**config.mk**
```make
export PLATFORM = sky130hd
export DESIGN_NAME = adder_sched
export DESIGN_NICKNAME = d
export VERILOG_FILES = /design/src/rtl/adder_pkg.sv /design/src/rtl/adder_sched_rr_arbiter.sv /design/src/rtl/adder_sched.sv
export SDC_FILE = /design/constraint.sdc
export NUM_CORES = 1
export LEC_CHECK = 0
export ABC_AREA = 1
export CAP_MARGIN = 5
export CORE_AREA = 2 2 145 147
export DETAILED_ROUTE_END_ITERATION = 8
export DIE_AREA = 0 0 147 149
export PLACE_DENSITY = 0.76
export SYNTH_ARGS = -nofsm -noshare
export SYNTH_HDL_FRONTEND = slang
export SYNTH_SLANG_ARGS = --single-unit
```
**constraint.sdc**
```tcl
create_clock -name clk -period 4.1 [get_ports clk]
set_clock_uncertainty 0.2 [all_clocks]
set_input_delay 0.82 -clock clk [delete_from_list [all_inputs] [get_ports clk]]
set_output_delay 0.82 -clock clk [all_outputs]
set_load 0.005 [all_outputs]
```
**src/rtl/adder_pkg.sv**
```systemverilog
// Shared constants, operand packet layout and scheduler state encoding for the
// byte-sum adder and its round-robin front end.
package adder_pkg;

  localparam int INS_W  = 65;
  localparam int SUM_W  = 10;
  localparam int BYTE_W = 8;

  localparam int S1_X_LSB = 0;
  localparam int S1_Y_LSB = 8;
  localparam int S1_Z_LSB = 16;
  localparam int S1_W_LSB = 24;
  localparam int CIN_BIT  = 32;
  localparam int S2_X_LSB = 33;
  localparam int S2_Y_LSB = 41;
  localparam int S2_Z_LSB = 49;
  localparam int S2_W_LSB = 57;

  typedef struct packed {
    logic [BYTE_W-1:0] w;
    logic [BYTE_W-1:0] z;
    logic [BYTE_W-1:0] y;
    logic [BYTE_W-1:0] x;
  } rec_t;

  // Field order matches the bit offsets above: s1 in the low word, s2 on top.
  typedef struct packed {
    rec_t s2;
    logic cin;
    rec_t s1;
  } ins_t;

  typedef enum logic [1:0] {
    ST_IDLE = 2'd0,
    ST_CALC = 2'd1,
    ST_WAIT = 2'd2,
    ST_RESP = 2'd3
  } sched_state_t;

endpackage

```
**src/rtl/adder_sched_rr_arbiter.sv**
```systemverilog
// Round-robin arbiter: lowest-index valid request at or above ptr, wrapping at N.
module rr_arbiter #(
  parameter int N  = 4,
  parameter int IW = $clog2(N)
) (
  input  logic [N-1:0]  req,
  input  logic [IW-1:0] ptr,
  input  logic          en,
  output logic [N-1:0]  grant,
  output logic [IW-1:0] grant_idx,
  output logic          any
);

  localparam int SW = IW + 1;

  always_comb begin
    logic [SW-1:0] pos;
    logic [IW-1:0] idx;
    grant     = '0;
    grant_idx = '0;
    any       = 1'b0;
    pos       = '0;
    idx       = '0;
    for (int k = 0; k < N; k++) begin
      pos = {1'b0, ptr} + SW'(k);
      if (pos >= SW'(N)) pos = pos - SW'(N);
      idx = pos[IW-1:0];
      if (en && !any && req[idx]) begin
        any        = 1'b1;
        grant[idx] = 1'b1;
        grant_idx  = idx;
      end
    end
  end

endmodule

```
**src/rtl/adder_sched.sv**
```systemverilog
// Shares one registered byte-sum adder between NREQ requesters; each accepted
// packet is answered three cycles later on a tagged valid/ready response port.
module adder_sched
  import adder_pkg::*;
#(
  parameter int NREQ  = 4,
  parameter int ID_W  = $clog2(NREQ),
  parameter int CNT_W = 16
) (
  input  logic                    clk,
  input  logic                    rst,
  input  logic [NREQ-1:0]         req_valid,
  input  logic [NREQ*INS_W-1:0]   req_ins,
  output logic [NREQ-1:0]         req_ready,
  output logic [INS_W-1:0]        add_ins,
  input  logic [SUM_W-1:0]        add_sm_r,
  input  logic                    add_sm_zero_r,
  output logic                    rsp_valid,
  output logic [ID_W-1:0]         rsp_id,
  output logic [SUM_W-1:0]        rsp_sum,
  output logic                    rsp_zero,
  input  logic                    rsp_ready,
  output logic                    busy,
  output logic [CNT_W-1:0]        op_cnt
);

  localparam logic [1:0] IDLE = 2'(ST_IDLE);
  localparam logic [1:0] CALC = 2'(ST_CALC);
  localparam logic [1:0] WAIT = 2'(ST_WAIT);
  localparam logic [1:0] RESP = 2'(ST_RESP);

  logic [1:0]       state;
  logic [ID_W-1:0]  ptr;
  logic [ID_W-1:0]  id_q;
  logic [ID_W-1:0]  gnt_idx;
  logic [ID_W-1:0]  ptr_nxt;
  logic             gnt_any;
  logic             arb_en;
  logic [INS_W-1:0] sel_ins;

  // Grants only happen when the response slot is free or being freed this cycle.
  assign arb_en = !rst && ((state == IDLE) || ((state == RESP) && rsp_ready));

  rr_arbiter #(
    .N  (NREQ),
    .IW (ID_W)
  ) u_arb (
    .req       (req_valid),
    .ptr       (ptr),
    .en        (arb_en),
    .grant     (req_ready),
    .grant_idx (gnt_idx),
    .any       (gnt_any)
  );

  always_comb begin
    sel_ins = '0;
    for (int k = 0; k < NREQ; k++) begin
      if (gnt_idx == ID_W'(k)) sel_ins = req_ins[k*INS_W +: INS_W];
    end
  end

  assign ptr_nxt = (gnt_idx == ID_W'(NREQ - 1)) ? '0 : gnt_idx + ID_W'(1);
  assign busy    = (state != IDLE);

  always_ff @(posedge clk) begin
    if (rst) begin
      state     <= IDLE;
      ptr       <= '0;
      id_q      <= '0;
      add_ins   <= '0;
      rsp_valid <= 1'b0;
      rsp_id    <= '0;
      rsp_sum   <= '0;
      rsp_zero  <= 1'b0;
      op_cnt    <= '0;
    end else begin
      // gnt_any is only ever set in IDLE or in RESP while the response retires.
      if (gnt_any) begin
        add_ins <= sel_ins;
        id_q    <= gnt_idx;
        ptr     <= ptr_nxt;
      end
      case (state)
        IDLE: if (gnt_any) state <= CALC;
        CALC: state <= WAIT;
        WAIT: begin
          rsp_sum   <= add_sm_r;
          rsp_zero  <= add_sm_zero_r;
          rsp_id    <= id_q;
          rsp_valid <= 1'b1;
          state     <= RESP;
        end
        RESP: begin
          if (rsp_ready) begin
            rsp_valid <= 1'b0;
            op_cnt    <= op_cnt + CNT_W'(1);
            state     <= gnt_any ? CALC : IDLE;
          end
        end
        default: state <= IDLE;
      endcase
    end
  end

endmodule

```
**Word level (Yosys, flattened, before mapping)**

Cells that the tools add are included.
Widths: inputs -> output; s select.

- Output and inout port bits: 100
- Register bits after elaboration: 101
- Logic and storage cells: 109

- Mux-type cells: 43
- Eq/ne operators: 8
- Reductions and logical operators: 25
- Add/subtract/negate cells: 9
- Order comparisons: 12
- Bitwise operators: 3

Operator list:

| cell | count |
|---|---|
| $mux 65 | 4 |
| $mux 2 | 11 |
| $add 16x1->16 const B | 1 |
| $mux 4 | 4 |
| $mux 1 | 14 |
| $logic_and 1x1->1 | 13 |
| $lt 2x3->1 const B | 4 |
| $or 4x4->4 | 3 |
| $ge 3x3->1 const B | 3 |
| $bmux 1 s2 | 4 |
| $demux 1 s2 | 4 |
| $eq 2x2->1 const B | 4 |
| $ge 2x1->1 const B | 4 |
| $pmux 2 s4 | 1 |
| $sub 2x1->2 const B | 4 |
| $add 2x2->3 const B | 2 |
| $reduce_and 2->1 | 3 |
| $eq 2x1->1 const B | 2 |
| $logic_not 1->1 | 4 |
| $logic_not 2->1 | 2 |
| $ne 2x2->1 const B | 2 |
| $reduce_bool 2->1 | 2 |
| $add 2x1->3 const B | 1 |
| $ge 2x3->1 const B | 1 |
| other kinds (3) | 3 |

**Logic depth before layout (Yosys ltp)**

- Word-level depth: 23
- Gate-level depth with buffers: 23

**Hierarchy**

A second synthesis with hierarchy kept.

- Cells, all modules: 900
- Area total of the unflattened synthesis: 6067.1 µm²

Modules (own cells, without submodules):

| module | area each (µm²) | times used | cells an instance | seq. area each (µm²) |
|---|---|---|---|---|
| adder_sched | 5522.8 | 1 | 808 | 2021.9 |
| rr_arbiter | 544.3 | 1 | 92 | 0.0 |

**Worst setup path before layout**

No wires, ideal clock.

- Kind: input to register
- Start point: input port rsp_ready
- End point: register add_ins[41]
- Required time: 3.830 ns
- Setup slack: 0.742 ns
- Path buffers: 2
- Arrival time: 3.089 ns
- Stages: 20
- Library setup time: 0.070 ns
- Cell sequence: nand2_2 a21oi_4 inv_2 o21bai_4 nand2_1 inv_2 nor2_1 nand2_1 o21ai_2 inv_1 ha_1 inv_1 clkbuf_1 buf_1 nand3_1 nand2_1 o21ai_0 nand2_1 o21ai_0 a21oi_1

- Longest elaborated chain between the ends: 22

RTL lines:

| item | line | RTL |
|---|---|---|
| from (decl) | adder_sched.sv:22 | `input logic rsp_ready,` |
| $logic_and 1x1->1 * | adder_sched.sv:42 | `assign arb_en = !rst && ((state == IDLE) \|\| ((state == RESP) && rsp_ready));` |
| $logic_or 1x1->1 * | adder_sched.sv:42 |  |
| $logic_and 1x1->1 * | adder_sched.sv:42 |  |
| $logic_and 1x1->1 | adder_sched_rr_arbiter.sv:28 | `if (en && !any && req[idx]) begin` |
| $mux 1 | adder_sched_rr_arbiter.sv:28 |  |
| $logic_not 1->1 | adder_sched_rr_arbiter.sv:28 |  |
| $logic_and 1x1->1 (2 in series) | adder_sched_rr_arbiter.sv:28 |  |
| $mux 1 | adder_sched_rr_arbiter.sv:28 |  |
| [... 3 more ...] | -- |  |
| $mux 1 | adder_sched_rr_arbiter.sv:28 |  |
| $logic_not 1->1 | adder_sched_rr_arbiter.sv:28 |  |
| $logic_and 1x1->1 (2 in series) | adder_sched_rr_arbiter.sv:28 |  |
| $mux 2 * | adder_sched_rr_arbiter.sv:28 |  |
| named net gnt_idx[0] | adder_sched.sv:35 | `logic [ID_W-1:0] gnt_idx;` |
| $logic_not 2->1 | adder_sched.sv:59 | `if (gnt_idx == ID_W'(k)) sel_ins = req_ins[k*INS_W +: INS_W];` |
| $mux 65 (3 in series) | adder_sched.sv:59 |  |
| $mux 65 * | adder_sched.sv:59 |  |
| to (signal assigned) | adder_sched.sv:80 | `add_ins <= sel_ins;` |
| to (decl) | adder_sched.sv:15 | `output logic [INS_W-1:0] add_ins,` |

The timed path passes the listed nets; every way through them passes the cells marked *.
A chain may end at the register's enable or synchronous reset.

**Final worst setup path**

- Start point: input port req_valid[1]
- End point: output port req_ready[3]

- Longest elaborated chain between the ends: 16

RTL lines:

| item | line | RTL |
|---|---|---|
| from (decl) | adder_sched.sv:12 | `input logic [NREQ-1:0] req_valid,` |
| $bmux 1 s2 | adder_sched_rr_arbiter.sv:28 |  |
| $mux 1 (not written as such) | adder_sched_rr_arbiter.sv:28 |  |
| $logic_and 1x1->1 | adder_sched_rr_arbiter.sv:28 |  |
| $mux 1 | adder_sched_rr_arbiter.sv:28 |  |
| $logic_not 1->1 | adder_sched_rr_arbiter.sv:28 |  |
| $logic_and 1x1->1 (2 in series) | adder_sched_rr_arbiter.sv:28 |  |
| $mux 1 | adder_sched_rr_arbiter.sv:28 |  |
| $logic_not 1->1 | adder_sched_rr_arbiter.sv:28 |  |
| $logic_and 1x1->1 (2 in series) | adder_sched_rr_arbiter.sv:28 |  |
| $mux 1 | adder_sched_rr_arbiter.sv:28 |  |
| $logic_not 1->1 | adder_sched_rr_arbiter.sv:28 |  |
| $logic_and 1x1->1 (2 in series) | adder_sched_rr_arbiter.sv:28 |  |
| $mux 4 * | adder_sched_rr_arbiter.sv:28 |  |
| to (decl) | adder_sched.sv:14 | `output logic [NREQ-1:0] req_ready,` |

Every way passes the cells marked *; elsewhere a longest branch is shown, timed or not. The select of a mux whose other input is x is not followed.

==> results.yml <==
outcome:
  outcome: "finished clean"
cells_and_area:
  area_delta_synth_final_pct: 73.5
  fin_util_pct: 50.7
  mostFrequentLayoutCell: "clkdlybuf4s50_1"
  nFillCells: 2036
  drive_gt1_share_pct: 5.16
  final_cells: 1555
  fin_area_um2: 10400
  final_cell_mix: "clkdlybuf4s50_1, o21ai_0, nand2_1, a21oi_1, dfxtp_1"
  nNetsFinal: 1564
placed_design:
  dpl.cell_count: 1537
  hpwlAfterDp_um: 19100
  gp_congestion: 0.845
  portBuffers: 377
  pre_cts_ws_ns: 0.139
  placed_area_um2: 10100
setup_path:
  cp-start-kind: "primary input"
  slowest_delay_ns: 0.56
  critical-path-top-delay-family: "buffers and inverters"
  startpoint: "req_valid[1]"
  worstPathArrival_ns: 2.92
  endpoint_kind: "output port"
  slowest_stage: "clkdlybuf4s50_1"
  path_cells: "clkdlybuf4s50_1 -> inv_1 -> nand2_1 -> nand3_1 -> nand2_1 -> o21bai_4 -> nand2_2 -> nor3_4 -> inv_2 -> o21ai_0 -> clkdlybuf4s50_1"
  worst-path-buf-inv: 4
  r2r-start: "ptr[1]"
  crit_type: "primary input to output port"
  critPathRequiredTime_ns: 3.08
  cp_max_fo: 5
min_path:
  min_path_type: "register to register"
  hp-start: "id_q[0]"
sta:
  rsz0062_at_grt: "false"
  hold_ws_ns: 0.290
  worstMarginPinSlew_ns: 0.641
  final.min_clock_period_ns: 3.94
  report.final.slew_viol_count: 0
  fin_crit_sh_pct: 96.1
  setup_tns_ns: 0
  fmax_mhz: 254
  setup_slack_ns: 0.161
  timing_hold_violations_final: 0
  setup_viol: 0
  slew_headroom_pct: 57.3
drt:
  first_pass_iters: 5
  wl_per_cell_um: 16.7
  ant_nets: 0
  wirelength_um: 26000
  drc: 0
  via_per_inst: 5.04
  drt_iter0_markers: 347
  dr_total_vias: 7830
die:
  rows: 53
  die_w_um: 147
  die_area_um2: 21900
  core-area_um2: 20600
  die_y_um: 149
  io_pins: 378
  start_util_pct: 29.2
power_and_ir_drop:
  p_leak_nw: 4.28
  power_density_nw_per_um2: 757
  ir_worst_vdd_mv: 0.434
  report.power.total_mw: 7.90
cts:
  clk_latency_ns: 0.35
  cts_buffer_depth: 2
  root_buffer: "clkbuf_16"
  htree_levels: 3
  cts_tree: "done"
  cts.sink_count: 101
  cts_buffers: 9
  cts_setup_buffers: 0
  cts.clk_slew.worst_paths_ns: 0.08
run:
  max-cap-violations: 0
global_route:
  grt_use_met1_pct: 25.6
  gr-usage-met3_pct: 7.61
  overflow: 0
  grt_start_max_net_pins: 134
  grt.total_usage_pct: 22.4
  grt_pass1_vias: 7317
  use_met2_pct: 38.8
  grt_most_used_layer: "met2"
  grt_pass1_wl_um: 38900
  antenna_found_initial: 3
yosys:
  synth-compound-area-share_pct: 33.3
  yosys.area_share.simple_pct: 22.1
  synth-seq-cells: 101
  yosysUniqueCellTypes: 34
  synth_xor_area_share_pct: 0.291
  yosys_warnings: 0
  synth.net_count: 1229
  synth_top_area_share_pct: 33.6
  synth_top_area_cell: "dfxtp_1"
  synth_mux_area_share_pct: 0
  synth_top_family_by_area: "compound AO/OA/AOI/OAI gates"
  synth_fa_ha_area_share_pct: 2.71
  synth_cells: 938
  synth_area_per_cell_um2: 6.41
  synth_area_um2: 6010
  yosysSeqAreaShare_pct: 33.6
  ys_top_cells_by_area: "dfxtp_1, o21ai_0, a21oi_1"
## worst min-delay path, cell delays in order (launching register included)
cell     delay, ns
dfxtp_1       0.32
nand2_1       0.06
a21oi_1       0.06
## what timing repair did
| item | CTS | global route |
|---|---|---|
| resized for setup | 0 | 4 |
| endpoints found under the setup margin | 0 | 4 |
| hold buffers | 0 | 0 |
## power by group
part           switching, mW  total [mW]  internal [mW]
registers              0.158        1.46           1.31
clock network          0.444       0.874          0.430
logic                   3.23        5.56           2.33
total                   3.83        7.90           4.07
## flip-flops by register name, summed over array words and instances (netlist names), 2 cells and up
name     flops
state        2
op_cnt      16
ptr          2
rsp_id       2
rsp_sum     10
add_ins     65
id_q         2
## worst paths after layout
kind                                endpoint  slack, ns  cells after the start
worst max-delay path            req_ready[3]       0.16                     11
worst min-delay path                 id_q[0]       0.29                      2
worst max register to register   add_ins[39]       0.59                     20
worst min register to register       id_q[0]       0.29                      2
## routing by layer
layer	share of wire, %	vias to the layer above	wire [µm]
met5	0.050	-	13
met4	3.3	2	852
met3	9.0	58	2340
met2	48	337	12500
met1	40	3555	10400
li1	-	3878	-
## Yosys cell counts, drive strengths merged
cell,instances
a21oi,151
and3,1
buf,14
clkbuf,61
clkinv,1
dfxtp,101
ha,13
inv,45
nand2,180
nand3,76
nand4,4
nor2,43
nor3,7
nor4,1
o2111ai,1
o211ai,2
o21a,2
o21ai,229
o21ba,1
o21bai,1
or2,2
xor2,2
## cell families after synthesis
family,after synthesis
AO/OA/AOI/OAI,387
AND/OR/NAND/NOR,314
buffers and inverters,121
flip-flops,101
adder cells (fa/ha/maj),13
XOR/XNOR,2
## final cells by class
| cell class | count | area (µm²) | share of cell area (%) |
|---|---|---|---|
| antenna | 2 | 5.00 | 0.0480 |
| inverter | 46 | 175 | 1.68 |
| sequential | 101 | 2020 | 19.4 |
| clock inverter | 7 | 65.1 | 0.624 |
| multi-input combinational | 716 | 3530 | 33.8 |
| clock buffer | 9 | 225 | 2.16 |
| tap | 275 | 344 | 3.30 |
| timing repair buffer | 399 | 4070 | 39.0 |
(Power assumes the default switching activity.)
